[config.mk]
export PLATFORM = sky130hd
export DESIGN_NAME = demux_collect
export DESIGN_NICKNAME = d
export VERILOG_FILES = /design/src/rtl/demux_collect.sv
export SDC_FILE = /design/constraint.sdc
export NUM_CORES = 1
export LEC_CHECK = 0
export BUFFER_PORTS_ARGS = -buffer_cell sky130_fd_sc_hd__buf_2
export CORE_MARGIN = 2
export CORE_UTILIZATION = 54
export CTS_BUF_LIST = sky130_fd_sc_hd__clkbuf_8
export DETAILED_ROUTE_END_ITERATION = 12
export PLACE_DENSITY = 0.87
export SYNTH_ARGS = -nofsm -noshare
export SYNTH_HDL_FRONTEND = slang
export SYNTH_SLANG_ARGS = --single-unit
[constraint.sdc]
create_clock -name clk -period 1.7 [get_ports clk]
set_clock_uncertainty 0.05 [all_clocks]
set_input_delay 0.17 -clock clk [delete_from_list [all_inputs] [get_ports clk]]
set_output_delay 0.17 -clock clk [all_outputs]
set_load 0.05 [all_outputs]
[src/rtl/demux_collect.sv]
// ---------------------------------------------------------------------------
// demux_collect
//
// Receive end of a serial lane fed by an N-to-1 bit multiplexer under a
// free-running select counter. Each accepted serial bit is steered into
// slot k of an assembly register, where k is the internal select counter
// (slot 0 = mux input a = LSB). When a whole frame has been collected the
// reassembled word is presented on a valid/ready output.
//
// Optional feature (compile-time macro DEMUX_PARITY_EN):
//   defined   - each frame carries WIDTH data bits plus one even-parity bit
//               in slot WIDTH; par_err flags a parity mismatch and is held
//               together with out_word.
//   undefined - frame is WIDTH bits, par_err is tied to 0.
//
// Parameters:
//   WIDTH  number of data slots per frame (power of two, 2..32)
//   SEL_W  slot counter width: clog2(WIDTH), or clog2(WIDTH+1) with parity
//
// Ports:
//   clk        clock, all state updates on the rising edge
//   reset      synchronous, active-high reset
//   in_bit     serial data bit
//   in_valid   in_bit is valid this cycle
//   in_sync    frame-start marker (qualified by in_valid), carries slot 0
//   in_ready   collector accepts in_bit this cycle (combinational)
//   slot       slot the next accepted bit fills
//   out_word   reassembled word
//   out_valid  out_word holds an unconsumed word
//   out_ready  consumer takes out_word this cycle
//   frame_err  one-cycle pulse: in_sync arrived mid-frame
//   par_err    parity error for the current out_word
// ---------------------------------------------------------------------------
module demux_collect #(
  parameter int WIDTH = 8,
  parameter int SEL_W = 3
) (
  input  logic             clk,
  input  logic             reset,
  input  logic             in_bit,
  input  logic             in_valid,
  input  logic             in_sync,
  output logic             in_ready,
  output logic [SEL_W-1:0] slot,
  output logic [WIDTH-1:0] out_word,
  output logic             out_valid,
  input  logic             out_ready,
  output logic             frame_err,
  output logic             par_err
);

`ifdef DEMUX_PARITY_EN
  localparam int LAST = WIDTH;
`else
  localparam int LAST = WIDTH - 1;
`endif
  localparam int               IDX_W     = $clog2(WIDTH);
  localparam logic [SEL_W-1:0] LAST_SLOT = SEL_W'(LAST);

  logic [WIDTH-1:0] asm_q;
  logic [WIDTH-1:0] merged;
  logic [IDX_W-1:0] idx;
  logic             at_last;
  logic             accept;

  // Data slots always fit in the low IDX_W bits; the parity slot (if any)
  // never writes the assembly register, so the truncation is safe.
  assign idx     = slot[IDX_W-1:0];
  assign at_last = (slot == LAST_SLOT);

  // Only the frame-completing bit has to wait for the consumer; every
  // earlier bit can be collected while the previous word is still pending.
  assign in_ready = !(at_last && out_valid && !out_ready);
  assign accept   = in_valid && in_ready;

  // Word presented on completion: without parity the completing bit is the
  // MSB data bit and is merged here, with parity it is the parity bit and
  // the data bits are already all in the assembly register.
  always_comb begin
    merged = asm_q;
`ifndef DEMUX_PARITY_EN
    merged[WIDTH-1] = in_bit;
`endif
  end

`ifdef DEMUX_PARITY_EN
  logic par_q;
  assign par_err = par_q;
`else
  assign par_err = 1'b0;
`endif

  // Slot counter, assembly register and output register. A sync marker
  // restarts the frame from whatever slot we were in; a completion on the
  // same edge as a consumer handshake keeps out_valid high with new data.
  always_ff @(posedge clk) begin
    if (reset) begin
      slot      <= '0;
      asm_q     <= '0;
      out_word  <= '0;
      out_valid <= 1'b0;
      frame_err <= 1'b0;
`ifdef DEMUX_PARITY_EN
      par_q     <= 1'b0;
`endif
    end else begin
      frame_err <= 1'b0;
      if (out_valid && out_ready) begin
        out_valid <= 1'b0;
      end
      if (accept) begin
        if (in_sync) begin
          asm_q[0] <= in_bit;
          slot     <= SEL_W'(1);
          if (slot != '0) begin
            frame_err <= 1'b1;
          end
        end else if (at_last) begin
          slot      <= '0;
          out_word  <= merged;
          out_valid <= 1'b1;
`ifdef DEMUX_PARITY_EN
          par_q     <= (^asm_q) ^ in_bit;
`endif
        end else begin
          asm_q[idx] <= in_bit;
          slot       <= slot + 1'b1;
        end
      end
    end
  end

endmodule

==> results.cfg, run 1 <==
[grt]
grt_first_pass_wirelength_um = 3040
track_usage = 0.209
grt_remaining_overflow = 0
grt_max_degree = 22
grt_pass1_vias = 716
grt_antenna_before_repair = 0

[timing]
final-hold-violation-count = 0
final-max-slew-violation-count = 0
layout_min_cycle_time_ps = 1650
fmaxAchievable_mhz = 607
final-setup-viol-count = 0
layout_worst_path_cycle_share = 0.968
rsz_0062_raised_after_global_routing = no
setup_total_neg_slack_ps = 0

[yosys]
ys_types = 26
ys_seq_elements = 20
synthesis.nets = 108
synth_area_leader_cell = dfxtp_1
synth_area_leaders = dfxtp_1, mux2i_1, nand2b_1
syn_area_per_cell_um2 = 9.33
seq_area_frac_synth = 0.434
yosys_warnings = 0
netlist.area_leader.share = 0.434
postSynthCellCount = 99
synth.cell_area_um2 = 923

[cts]
cts_buffers = 3
clock-root-buffer = clkbuf_8
clock_tree_from_tritoncts = yes
clkSlewWorstSetupHoldPaths_ps = 70
max-clock-path-buffers = 2
clock-sinks = 20
h-tree-depth = 1
worstSkewPairLatency_ps = 260

[pwr]
leakagePower_nw = 0.470
worst_ir_drop_vdd_v = 0.000748
total_power_uw = 919
powerDensity_nw_per_um2 = 815

[route]
number_of_nets_with_antenna_violations_after_routing = 0
routed_wire_length_per_instance_um = 14.2
routed-via-count = 801
drt-vias-per-instance = 5.98
routed_wl_um = 1910
detail_route.drc_violations = 0
dr.first_iter.drc_count = 10
drt_pass1_iterations = 4

[finish]
seq_area_um2 = 409
antennaDiodeCount = 0
drive_above_1_share = 0.280
fillCellCount = 122
area_overhead_vs_synth_pct = 22.1
final_nets = 128
area_taken_by_multi_input_logic_gates_um2 = 510

[critical_path]
timing.critical_path.to_type = output pin
worst-setup-path-type = flip-flop to output pin
cp.arrival_ps = 1430
rrSetupSlack_ps = 120
worstSetupStartpointType = flip-flop
required_ps = 1480
critical_path.max_fanout = 8

[floorplan]
die_w_um = 45.4
core.rowCount = 14
die_area_um2 = 2060
num_io_pins = 21
start_util = 0.592
floorplan.die.height_um = 45.4
core_area_um2 = 1560

[placed_design]
port-buffer-count = 19
detailed_place_hpwl_um = 1300
final_gp_congestion = 0.808

[min_path]
hold_path.class = primary input to flip-flop

[run]
cap_viol_max_count = 0

[run_status]
status = finished, final reports clean
-- state kept, by name, indices dropped and copies added (netlist names) --
name	cells
out_valid	1
asm_q	7
out_word	8
frame_err	1
slot	3
-- what timing repair did --
| item | in CTS | in global routing |
|---|---|---|
| hold buffers | 0 | 0 |
| resized for setup | 5 | 1 |
| pin swaps | 1 | 0 |
| endpoints found under the setup margin | 1 | 1 |
| buffers inserted | 1 | 0 |
-- worst paths after layout --
check	depth (start not counted)	from	endpoint
setup / recovery	5	slot[0]	in_ready
hold / removal	3	in_bit	out_word[7]
setup reg to reg	6	slot[0]	slot[0]
hold reg to reg	2	asm_q[5]	out_word[5]
-- placed cells by master, fill, tap and decap left out, drive strengths merged --
| cell | count |
|---|---|
| mux2i | 7 |
| nor4b | 1 |
| o21ai | 10 |
| dfxtp | 20 |
| nand2 | 1 |
| nor3b | 1 |
| a211oi | 1 |
| and4 | 1 |
| clkbuf | 4 |
| ha | 3 |
| nor4 | 2 |
| nand2b | 9 |
| nor2 | 1 |
| conb | 1 |
| nand4b | 5 |
| buf | 20 |
| nor2b | 2 |
| o211ai | 1 |
| nand3b | 1 |
| and3b | 2 |
| nand3 | 8 |
| nand4 | 2 |
| inv | 4 |
| a21oi | 11 |
-- layout make-up --
type,count,area share
tap,16,0.0178
inverter,4,0.0178
sequential,20,0.363
clock buffer,4,0.0488
multi-input combinational,70,0.453
timing repair buffer,20,0.0999
-- metal layers --
| metal | track usage | wire length, um | share of wire | vias to the layer above |
|---|---|---|---|---|
| li1 | - | - | - | 394 |
| met1 | 0.266 | 867 | 0.45 | 369 |
| met2 | 0.326 | 874 | 0.46 | 33 |
| met3 | 0.0520 | 121 | 0.063 | 5 |
| met4 | 0.106 | 42 | 0.022 | 0 |
| met5 | 0 | 0 | 0 | - |
-- Yosys cell counts --
cell,instances
nor4_1,2
o211ai_1,1
nand2b_1,9
nand4b_1,5
nand2_1,1
buf_4,1
a211oi_1,1
ha_1,3
buf_2,1
nand3_1,8
nand3b_1,1
mux2i_1,7
o21ai_0,10
conb_1,1
a21oi_1,11
nor4b_2,1
nor2_1,1
inv_2,1
nand4_1,2
and4_1,1
dfxtp_1,20
nor2b_1,2
nor3b_4,1
inv_1,3
and3b_1,2
clkbuf_1,3
-- metrics by stage --
| step | setup slack [ps] | utilization | hold WS, ps | cell area (um2) | cells |
|---|---|---|---|---|---|
| 3_3_place_gp | 151 | 0.662 | 394 | 1030 | 129 |
| 6_report | 53.8 | 0.723 | 123 | 1130 | 134 |
| 2_1_floorplan | 53.1 | - | 268 | 941 | 99 |
| 5_1_grt | 14.6 | 0.723 | 122 | 1130 | 134 |
| 4_1_cts | 24.2 | 0.717 | 123 | 1120 | 134 |
| 3_5_place_dp | 102 | 0.662 | 402 | 1030 | 129 |
-- kinds of logic (layout without fill, tap and decap cells) --
| group | Yosys count | in the layout | share of synthesized area |
|---|---|---|---|
| compound gates | 23 | 23 | 0.130 |
| fa+ha+maj | 3 | 3 | 0.0407 |
| other cells | 1 | 1 | 0.00406 |
| flops | 20 | 20 | 0.434 |
| buf+inv | 9 | 28 | 0.0420 |
| mux | 7 | 7 | 0.0759 |
| simple gates | 36 | 36 | 0.274 |
-- critical path, stage by stage (launching register included) --
cell	delay, ps
dfxtp_4	380
ha_4	170
ha_4	180
and3b_2	230
inv_6	70
buf_8	140
-- report_power, final --
part           total (mW)  switching [mW]  leakage (nW)  internal (mW)
combinational      0.0748          0.0490         0.278         0.0258
clock               0.362           0.156        0.0288          0.206
sequential          0.482         0.00902         0.164          0.473
total               0.919           0.214         0.470          0.705
No activity file was read; power rests on OpenSTA's default activity.
==> run 2, diff against run 1 <==
--- a/config.mk
+++ b/config.mk
@@ -6,11 +6,11 @@
 export NUM_CORES = 1
 export LEC_CHECK = 0
 export BUFFER_PORTS_ARGS = -buffer_cell sky130_fd_sc_hd__buf_2
-export CORE_MARGIN = 2
 export CORE_UTILIZATION = 54
 export CTS_BUF_LIST = sky130_fd_sc_hd__clkbuf_8
 export DETAILED_ROUTE_END_ITERATION = 12
 export PLACE_DENSITY = 0.87
+export REMOVE_ABC_BUFFERS = 1
 export SYNTH_ARGS = -nofsm -noshare
 export SYNTH_HDL_FRONTEND = slang
 export SYNTH_SLANG_ARGS = --single-unit
==> run 2 against run 1 <==
Against the previous run: the run now ends with design-rule violations left; first-iteration DRC count grew 40%; cell count is 2.2% higher; highest routed layer unchanged; sequential power decreased by 1%; wire length is 9.8% higher.
==> results.cfg, run 2 (synthesized netlist as in run 1, its figures left out) <==
[cts]
max-clock-path-buffers = 2
h-tree-depth = 1
clock-sinks = 20
cts_buffers = 3
clock-root-buffer = clkbuf_8
clkSlewWorstSetupHoldPaths_ps = 80
clock_tree_from_tritoncts = yes
worstSkewPairLatency_ps = 260

[floorplan]
core_area_um2 = 1560
core.rowCount = 14
start_util = 0.592
floorplan.die.height_um = 43.4
die_w_um = 43.4
die_area_um2 = 1880
num_io_pins = 21

[route]
drt_pass1_iterations = 8
number_of_nets_with_antenna_violations_after_routing = 0
detail_route.drc_violations = 2
routed_wire_length_per_instance_um = 15.3
drt-vias-per-instance = 6.06
routed_wl_um = 2090
routed-via-count = 830
dr.first_iter.drc_count = 14

[grt]
grt_pass1_vias = 763
grt_antenna_before_repair = 0
track_usage = 0.233
grt_first_pass_wirelength_um = 3220
grt_max_degree = 22
grt_remaining_overflow = 0

[finish]
antennaDiodeCount = 0
mostFrequentLayoutCells = dfxtp_1, buf_2, a21oi_1
max_flop_register = out_word
seq_area_um2 = 400
area_taken_by_multi_input_logic_gates_um2 = 500
area_overhead_vs_synth_pct = 24.0
final_nets = 131
layout_top_registers = out_word: 8 flops, asm_q: 7 flops, slot: 3 flops
drive_above_1_share = 0.273
largest_register_ff_count = 8
fillCellCount = 116
layout.cells.most_common = dfxtp_1
finished_layout_cell_area_um2 = 1140

[critical_path]
critical_path.max_fanout = 6
required_ps = 1480
worstSetupStartpointType = flip-flop
worst-setup-path-type = flip-flop to output pin
cp.arrival_ps = 1440
timing.critical_path.to_type = output pin

[placed_design]
detailed_place_hpwl_um = 1350
final_gp_congestion = 0.886
port-buffer-count = 19
post_dp_cell_area_um2 = 1040

[timing]
fmaxAchievable_mhz = 604
final-hold-violation-count = 0
layout_worst_path_cycle_share = 0.974
rsz_0062_raised_after_global_routing = no
final-setup-viol-count = 0
layout_min_cycle_time_ps = 1660
final-max-slew-violation-count = 0

[pwr]
powerDensity_nw_per_um2 = 908
leakagePower_nw = 0.489
worst_ir_drop_vdd_v = 0.000577
total_power_mw = 1.04

[min_path]
hold_path.class = primary input to flip-flop

[run]
cap_viol_max_count = 0

[run_status]
violations_in_the_final_reports = design-rule violations
status = finished with violations
run 2: area by class of cell:
| cell class | instances | share of cell area |
|---|---|---|
| well taps | 16 | 0.0175 |
| multi-input cells | 70 | 0.437 |
| flip-flops and latches | 20 | 0.350 |
| clock buffers | 3 | 0.0361 |
| inverters | 4 | 0.0153 |
| clock inverters | 1 | 0.0262 |
| repair buffers | 23 | 0.118 |
run 2: final timing paths:
kind                 endpoint  depth (start not counted)  startpoint  slack (ps)
setup / recovery     in_ready                          5     slot[0]          40
setup reg to reg      slot[0]                          6     slot[0]         140
hold / removal    out_word[7]                          3      in_bit         110
hold reg to reg   out_word[5]                          2    asm_q[5]         420
run 2: what timing repair did:
item	in CTS	in global routing
setup endpoints to repair	1	1
setup buffers	0	1
hold buffers	0	0
hold endpoints to repair	0	0
resized for setup	6	2
pin swaps	1	1
run 2: layer usage:
metal / vias to the layer above / GRT usage / part of all wire
met2: 29 / 0.394 / 0.51
met1: 397 / 0.289 / 0.44
met5: - / 0 / 0
li1: 399 / - / -
met4: 0 / 0.113 / 0.015
met3: 5 / 0.0375 / 0.040
run 2: report_power, final:
part           switching, mW  internal, mW  leakage [nW]  total [mW]
Sequential           0.00307         0.474         0.162       0.477
Clock                  0.162         0.315        0.0357       0.477
Combinational         0.0561        0.0292         0.291      0.0853
Total                  0.221         0.818         0.489        1.04
run 2: worst max-delay path: stages, from the launching register on:
cell and delay, ps:
dfxtp_1 320, ha_2 190, ha_4 180, and3b_2 250
inv_4 90, buf_8 140
run 2: through the flow:
| step | setup TNS (ps) | utilization | instances | hold WS, ps | worst slack [ps] |
|---|---|---|---|---|---|
| floorplan | -3040 | - | 94 | 189 | -344 |
| global placement | 0 | 0.665 | 132 | 392 | 154 |
| detailed placement | 0 | 0.665 | 132 | 392 | 98.7 |
| CTS | 0 | 0.722 | 136 | 114 | 13.9 |
| global route | 0 | 0.734 | 137 | 141 | 8.78 |
| finish | 0 | 0.734 | 137 | 109 | 43.4 |
